### src/rtl/mdu_iter.sv
// mdu_iter: iterative multiply/divide unit owning the HI/LO pair.
// Define MDU_MACC_EN to enable madd/maddu/msub/msubu (ops 9-12).
module mdu_iter #(
  parameter int WIDTH   = 32,
  parameter int MUL_LAT = 5
) (
  input  logic             clk,
  input  logic             reset,
  input  logic [WIDTH-1:0] D1,
  input  logic [WIDTH-1:0] D2,
  input  logic [3:0]       XALUOp,
  input  logic             Start,
  input  logic             Flush,
  output logic [WIDTH-1:0] XALU_Out,
  output logic             Busy,
  output logic             Done
);

  localparam int W2   = 2 * WIDTH;
  localparam int CMAX = (WIDTH > MUL_LAT) ? WIDTH : MUL_LAT;
  localparam int CW   = $clog2(CMAX + 1);

  typedef enum logic [1:0] {
    IDLE,
    MUL,
    DIV
  } state_t;

  state_t           state;
  logic [CW-1:0]    cnt;
  logic [WIDTH-1:0] hi;
  logic [WIDTH-1:0] lo;
  logic [WIDTH-1:0] op_a;
  logic [WIDTH-1:0] op_b;
  logic             sgn;
  logic [WIDTH-1:0] quo;
  logic [WIDTH-1:0] rem;
  logic [WIDTH-1:0] dvs;
  logic             q_neg;
  logic             r_neg;
`ifdef MDU_MACC_EN
  logic             acc_en;
  logic             acc_sub;
  logic [W2-1:0]    snap;
`endif

  logic go;
  logic is_mthi;
  logic is_mtlo;
  logic is_mul;
  logic is_div;
  logic is_sgn;

  always_comb begin
    go      = Start & ~Busy & ~Flush;
    is_mthi = (XALUOp == 4'd3);
    is_mtlo = (XALUOp == 4'd4);
    is_div  = (XALUOp == 4'd7) | (XALUOp == 4'd8);
`ifdef MDU_MACC_EN
    is_mul  = (XALUOp == 4'd1) | (XALUOp == 4'd2) |
              ((XALUOp >= 4'd9) & (XALUOp <= 4'd12));
`else
    is_mul  = (XALUOp == 4'd1) | (XALUOp == 4'd2);
`endif
    is_sgn  = (XALUOp == 4'd1) | (XALUOp == 4'd7) |
              (XALUOp == 4'd9) | (XALUOp == 4'd11);
  end

  always_comb begin
    XALU_Out = '0;
    unique case (1'b1)
      (XALUOp == 4'd5): XALU_Out = hi;
      (XALUOp == 4'd6): XALU_Out = lo;
      default:          XALU_Out = '0;
    endcase
  end

  // Product settles across the MUL_LAT busy cycles from latched operands.
  logic [W2-1:0] ax;
  logic [W2-1:0] bx;
  logic [W2-1:0] prod;
  logic [W2-1:0] res;

  always_comb begin
    ax   = {{WIDTH{sgn & op_a[WIDTH-1]}}, op_a};
    bx   = {{WIDTH{sgn & op_b[WIDTH-1]}}, op_b};
    prod = ax * bx;
`ifdef MDU_MACC_EN
    res  = acc_en ? (acc_sub ? snap - prod : snap + prod) : prod;
`else
    res  = prod;
`endif
  end

  logic [WIDTH:0]   shf;
  logic             ge;
  logic [WIDTH-1:0] rem_nx;
  logic [WIDTH-1:0] quo_nx;
  logic [WIDTH-1:0] a_abs;
  logic [WIDTH-1:0] b_abs;

  always_comb begin
    a_abs  = (sgn & op_a[WIDTH-1]) ? -op_a : op_a;
    b_abs  = (sgn & op_b[WIDTH-1]) ? -op_b : op_b;
    shf    = {rem, quo[WIDTH-1]};
    ge     = (shf >= {1'b0, dvs});
    rem_nx = ge ? WIDTH'(shf - {1'b0, dvs}) : shf[WIDTH-1:0];
    quo_nx = {quo[WIDTH-2:0], ge};
  end

  always_ff @(posedge clk or posedge reset) begin
    if (reset) begin
      state <= IDLE;
      cnt   <= '0;
      hi    <= '0;
      lo    <= '0;
      op_a  <= '0;
      op_b  <= '0;
      sgn   <= 1'b0;
      quo   <= '0;
      rem   <= '0;
      dvs   <= '0;
      q_neg <= 1'b0;
      r_neg <= 1'b0;
      Busy  <= 1'b0;
      Done  <= 1'b0;
`ifdef MDU_MACC_EN
      acc_en  <= 1'b0;
      acc_sub <= 1'b0;
      snap    <= '0;
`endif
    end else begin
      Done <= 1'b0;
      case (state)
        IDLE: begin
          if (go) begin
            unique case (1'b1)
              is_mthi: hi <= D1;
              is_mtlo: lo <= D1;
              is_mul: begin
                op_a  <= D1;
                op_b  <= D2;
                sgn   <= is_sgn;
                cnt   <= CW'(MUL_LAT - 1);
                state <= MUL;
                Busy  <= 1'b1;
`ifdef MDU_MACC_EN
                acc_en  <= (XALUOp >= 4'd9);
                acc_sub <= (XALUOp >= 4'd11);
                snap    <= {hi, lo};
`endif
              end
              is_div: begin
                // Divide by zero finishes at once with HI/LO untouched.
                if (D2 == '0) begin
                  Done <= 1'b1;
                end else begin
                  op_a  <= D1;
                  op_b  <= D2;
                  sgn   <= is_sgn;
                  cnt   <= CW'(WIDTH);
                  state <= DIV;
                  Busy  <= 1'b1;
                end
              end
              default: ;
            endcase
          end
        end
        MUL: begin
          if (Flush) begin
            state <= IDLE;
            cnt   <= '0;
            Busy  <= 1'b0;
          end else if (cnt == '0) begin
            {hi, lo} <= res;
            state    <= IDLE;
            Busy     <= 1'b0;
            Done     <= 1'b1;
          end else begin
            cnt <= cnt - 1'b1;
          end
        end
        DIV: begin
          if (Flush) begin
            state <= IDLE;
            cnt   <= '0;
            Busy  <= 1'b0;
          end else if (cnt == CW'(WIDTH)) begin
            quo   <= a_abs;
            dvs   <= b_abs;
            rem   <= '0;
            q_neg <= sgn & (op_a[WIDTH-1] ^ op_b[WIDTH-1]);
            r_neg <= sgn & op_a[WIDTH-1];
            cnt   <= cnt - 1'b1;
          end else begin
            quo <= quo_nx;
            rem <= rem_nx;
            if (cnt == '0) begin
              hi    <= r_neg ? -rem_nx : rem_nx;
              lo    <= q_neg ? -quo_nx : quo_nx;
              state <= IDLE;
              Busy  <= 1'b0;
              Done  <= 1'b1;
            end else begin
              cnt <= cnt - 1'b1;
            end
          end
        end
        default: begin
          state <= IDLE;
          Busy  <= 1'b0;
        end
      endcase
    end
  end

endmodule

### config.mk
export PLATFORM = sky130hd
export DESIGN_NAME = mdu_iter
export DESIGN_NICKNAME = d
export VERILOG_FILES = /design/src/rtl/mdu_iter.sv
export SDC_FILE = /design/constraint.sdc
export NUM_CORES = 2
export LEC_CHECK = 0
export CAP_MARGIN = 5
export CELL_PAD_IN_SITES_DETAIL_PLACEMENT = 1
export CELL_PAD_IN_SITES_GLOBAL_PLACEMENT = 1
export CORE_AREA = 2 2 370 299
export CTS_BUF_LIST = sky130_fd_sc_hd__clkbuf_16
export CTS_CLUSTER_DIAMETER = 50
export DETAILED_ROUTE_END_ITERATION = 8
export DIE_AREA = 0 0 372 301
export GPL_ROUTABILITY_DRIVEN = 0
export PLACE_DENSITY_LB_ADDON = 0.12
export RECOVER_POWER = 50
export SLEW_MARGIN = 20
export SYNTH_ARGS = -nofsm -noshare
export SYNTH_HDL_FRONTEND = slang
export SYNTH_SLANG_ARGS = --single-unit
### constraint.sdc
create_clock -name clk -period 11.1 [get_ports clk]
set_clock_uncertainty 0.1 [all_clocks]
set_input_delay 1.665 -clock clk [delete_from_list [all_inputs] [get_ports clk]]
set_output_delay 1.665 -clock clk [all_outputs]
set_load 0.01 [all_outputs]
### Word level (Yosys, flattened, before mapping)

Cells that the tools add are included.
Widths: inputs -> output; s select.

| word-level totals | value |
|---|---|
| register bits | 237 |
| input port bits | 72 |
| logic and storage cells | 134 |

| cells by class | value |
|---|---|
| $add $sub $neg | 6 |
| multiply operators | 1 |
| magnitude comparators | 1 |
| equal/unequal tests | 25 |
| mux-type cells | 62 |
| bitwise gates (word level) | 13 |
| reduce and logical (&&, ||, !) cells | 12 |

Operators with widths:

| kind | count |
|---|---|
| $mux 32 | 23 |
| $pmux 32 s2 | 3 |
| $pmux 32 s3 | 2 |
| $neg 32->32 | 4 |
| $mul 33x33->64 | 1 |
| $mux 6 | 6 |
| $ge 33x32->1 | 1 |
| $logic_not 32->1 | 1 |
| $sub 32x32->32 | 1 |
| $ne 2x2->1 const B | 9 |
| $pmux 6 s3 | 1 |
| $eq 4x3->1 const B | 4 |
| $reduce_and 8->1 | 2 |
| $mux 1 | 14 |
| $eq 4x4->1 const B | 3 |
| $mux 2 | 6 |
| $pmux 6 s2 | 1 |
| $reduce_and 4->1 | 3 |
| $ne 3x3->1 const B | 3 |
| $eq 4x2->1 const B | 2 |
| $eq 6x6->1 const B | 1 |
| $logic_not 6->1 | 1 |
| $pmux 1 s3 | 2 |
| $pmux 2 s3 | 1 |
| other kinds (15) | 25 |

### Depth between registers and ports, before layout

| logic depth | value |
|---|---|
| depth in word-level cells | 8 |
| mapped depth | 34 |
| depth with buffers taken out | 31 |

### Worst setup path before layout

No wires, ideal clock.

| timing path | value |
|---|---|
| kind | flip-flop to flip-flop |
| from | register op_a[31] |
| to | register hi[29] |
| arrival | 8.469 ns |
| setup slack | 2.392 ns |
| stages on the path, launching flop included | 34 |
| period minus slack after synthesis | 8.708 ns |
| path through | dfrtp_1 -> clkbuf_1 -> inv_1 -> nor2_1 -> clkbuf_1 -> buf_1 -> nand2_1 -> inv_1 -> fa_1 -> inv_1 -> fa_1 -> inv_1 -> fa_1 -> fa_1 -> inv_1 -> fa_1 -> inv_1 -> fa_1 -> inv_1 -> fa_1 -> fa_1 -> inv_1 -> ha_1 -> a21o_1 -> a21o_1 -> a21oi_1 -> o21bai_1 -> a21oi_1 -> o21bai_1 -> a21oi_1 -> o21ai_0 -> a221o_1 -> a211oi_1 -> a211oi_2 |

| between the ends | value |
|---|---|
| longest elaborated chain between the ends | 5 |

Ends and longest elaborated chain:

| item | line | source |
|---|---|---|
| start: declaration | 33 | `logic [WIDTH-1:0] op_a;` |
| start signal: assignment | 117 | `op_a <= '0;` |
| start signal: assignment | 141 | `op_a <= D1;` |
| start signal: assignment | 158 | `op_a <= D1;` |
| $and 1x1->1 | 85 | `ax = {{WIDTH{sgn & op_a[WIDTH-1]}}, op_a};` |
| $mul 33x33->64 (*) | 87 | `prod = ax * bx;` |
| $mux 32 (*) | 175 | `end else if (cnt == '0) begin` |
| $mux 32 (*) | 171 | `if (Flush) begin` |
| $pmux 32 s3 (*) | 134 | `case (state)` |
| end signal: assignment | 176 | `{hi, lo} <= res;` |
| end signal: assignment | 200 | `hi <= r_neg ? -rem_nx : rem_nx;` |
| end: declaration | 31 | `logic [WIDTH-1:0] hi;` |

Every way passes the cells marked *; elsewhere a longest branch is shown, timed or not. The select of a mux whose other input is x is not followed.
A chain may end at the register's enable or synchronous reset.

### Worst setup path after layout

| timing path | value |
|---|---|
| from | register op_b[8] |
| to | register hi[19] |

| between the ends | value |
|---|---|
| longest elaborated chain between the ends | 4 |

Ends and longest elaborated chain:

| item | line | source |
|---|---|---|
| start: declaration | 34 | `logic [WIDTH-1:0] op_b;` |
| start signal: assignment | 118 | `op_b <= '0;` |
| start signal: assignment | 142 | `op_b <= D2;` |
| start signal: assignment | 159 | `op_b <= D2;` |
| $mul 33x33->64 | 87 |  |
| $mux 32 | 175 |  |
| $mux 32 | 171 |  |
| $pmux 32 s3 | 134 |  |

Every way passes these cells. The select of a mux whose other input is x is not followed.

==> reports/metrics.yaml <==
cts:
  cts_hold_buffers: 0
  clockBufferDepth: 3
  clock-sinks: 237
  cts_buffers: 28
  post-cts-setup-buffers: 0
  htree_levels: 1
  cts_tree: "built"
  root_buffer: "clkbuf_16"
  clk_pin_slew_ns: 0.07
  ctsResizeCount: 0
  clock_latency_ns: 0.62
hold_path:
  hold_start: "lo[28]$_DFFE_PP0P_"
  worstHoldPathCells: 2
  min_to: "lo[28]$_DFFE_PP0P_"
  hold_class: "reg -> reg"
placement:
  place_ws_ns: 1.35
  dpl.hpwl_um: 151000
  port_buffers: 105
  dpl_cell_area_mm2: 0.0561
setup_path:
  crit_arrival_ns: 10.30
  path_class: "reg -> reg"
  worstPathRequired_ns: 11.44
  r2r-start: "op_b[8]$_DFFE_PP0P_"
  r2r_slack_ns: 1.15
  startpoint_type: "flip-flop"
  r2r.worst_path.cells: 27
  r2r-end: "hi[19]$_DFFE_PP0P_"
  critPathMaxFanout: 20
  worst_setup_path_end_kind: "flip-flop"
finish:
  drive_gt1_share_pct: 4.40
  nets: 7368
  area_delta_synth_final_pct: 6.07
  final_area_mm2: 0.0570
  utilization_pct: 52.8
synthesis:
  synth_ff_type: "dfrtp_1"
  ys_seq_elements: 237
  synth_area_leaders: "fa_1 42%, dfrtp_1 11%, inv_1 8.4%"
  ys_seq_area_share_pct: 11.0
  synth.cell_area_mm2: 0.0538
  synth_top_area_share_pct: 41.9
  synth_edf_count: 0
  ys_types: 87
  syn-mean-instance-area_um2: 8.88
  synth.largest_area_cell: "fa_1"
  synthArstFlopShare_pct: 100
  syn_nets: 7512
  yosysWarnings: 0
  synthCells: 6059
  synthTopCellsByCount: "1200 x inv_1, 1126 x fa_1, 934 x nand2_1"
  yosysMostFrequentCell: "inv_1"
die:
  die-area_mm2: 0.112
  core_mm2: 0.108
  rows: 108
  start_util_pct: 49.8
  die_h_um: 301
  pin_count: 106
  die_x_um: 372
detailed_routing:
  routed_wl_um: 188000
  drt_iter0_drc: 3220
  detail_route.first_pass.iterations: 5
  dr_total_vias: 42763
  viasPerCell: 5.80
  drc: 0
  wl_per_cell_um: 25.5
  ant_nets: 0
timing:
  setup_ws_ns: 1.15
  slew_headroom_pct: -218
  fmax_mhz: 100
  worst_slew_pin_slew_ns: 4.77
  setup-tns-final_ns: 0
  timing.final.crit_share_pct: 89.7
  drv_slew: 310
  hold_viol_final: 0
  setup_violations: 0
  fin_crit_ns: 9.95
  rsz0062_at_grt: "false"
global_route:
  grt_pass1_wl_um: 291000
  overflow: 0
  grt_max_degree: 140
  grt_pass1_vias: 47205
  antenna_found_initial: 5
  grt_usage_pct: 34.5
outcome:
  violations: "max-capacitance violations, max-slew violations"
  status: "complete, but fails checks"
job:
  cap_violations: 3
## metrics by stage
stage                     std cells  hold slack (ns)
final                          7369            0.384
after global routing           7366            0.408
after CTS                      7366            0.383
after detailed placement       7315            0.367
after global placement         7315            0.360
after floorplan                6059            0.349
## worst max path at each step
stage,from,end,slack [ns]
final,op_b[8]$_DFFE_PP0P_,hi[19]$_DFFE_PP0P_,1.15
after global routing,op_b[8]$_DFFE_PP0P_,hi[11]$_DFFE_PP0P_,0.85
after CTS,op_b[6]$_DFFE_PP0P_,hi[8]$_DFFE_PP0P_,1.30
after detailed placement,op_b[8]$_DFFE_PP0P_,hi[8]$_DFFE_PP0P_,1.35
after global placement,op_b[9]$_DFFE_PP0P_,hi[8]$_DFFE_PP0P_,1.44
after floorplan,op_a[31]$_DFFE_PP0P_,hi[29]$_DFFE_PP0P_,2.39
## worst max-delay path, stage by stage (launching register included)
cell and delay (ns):
dfrtp_1 1.04, buf_4 0.49, nand2_1 0.13, fa_1 0.51, inv_1 0.05, fa_1 0.47
fa_1 0.54, inv_1 0.06, fa_1 0.48, fa_1 0.52, inv_1 0.05, fa_1 0.50
fa_1 0.50, inv_1 0.05, fa_1 0.48, inv_1 0.06, ha_1 0.38, a21o_1 0.19
a21o_1 0.19, a21o_1 0.20, a31oi_1 0.17, nand3_1 0.18, a21oi_1 0.56, o31a_1 0.34
o21ai_0 0.21, xor2_1 0.23, a221oi_1 0.97, a211oi_1 0.09
## area by class of cell
| type | count | area [um^2] |
|---|---|---|
| clock inverters | 23 | 302 |
| multi-input cells | 4228 | 41900 |
| inverters | 1202 | 4510 |
| diodes | 3 | 7.51 |
| repair buffers | 218 | 1910 |
| well taps | 1430 | 1790 |
| clock buffers | 28 | 701 |
| flip-flops and latches | 237 | 5940 |
| fillers | 12554 | 50900 |
## cell usage in the layout (no fill, tap or decap), drive strengths merged, types with 25 or more instances in the layout
cell type,instances
inv,1207
fa,1126
nand2,934
and2,355
ha,255
dfrtp,237
o21ai,226
nor2,204
a21oi,179
xnor2,138
buf,111
clkdlybuf4s50,101
xor2,67
o31ai,64
mux2,57
a21o,54
a221oi,52
nor3,44
nand3,35
a22o,35
a211oi,35
and3,30
clkbuf,30
nand2b,28
mux2i,27
a31oi,26
nor4,25
## registers in the layout, summed over array words and instances (netlist names)
register and count:
dvs 32, hi 32, lo 32, op_a 32, op_b 32, quo 32, rem 32, cnt 6
state 2, Busy 1, Done 1, q_neg 1, r_neg 1, sgn 1
## logic make-up (layout without fill, tap and decap cells)
| logic type | Yosys count | count (layout) | share of synthesized area, % |
|---|---|---|---|
| AND/OR/NAND/NOR | 1763 | 1763 | 15.2 |
| buffers and inverters | 1594 | 1471 | 11.2 |
| adder cells (fa/ha/maj) | 1381 | 1381 | 47.8 |
| AO/OA/AOI/OAI | 795 | 795 | 9.69 |
| flip-flops | 237 | 237 | 11.0 |
| XOR/XNOR | 205 | 205 | 3.34 |
| multiplexers | 84 | 84 | 1.70 |
| other | 0 | 3 | 0 |
## per-layer routing
metal | track usage [%] | vias up | wire [um]
met5 | 0 | - | 27
met4 | 13.7 | 4 | 8770
met3 | 5.34 | 345 | 12000
met2 | 56.2 | 1365 | 88800
met1 | 46.3 | 22810 | 78000
li1 | - | 18239 | -
Power is left out: the tool's default activity adds up to more than one toggle a clock period on the data nets, which glitch-free logic cannot reach.
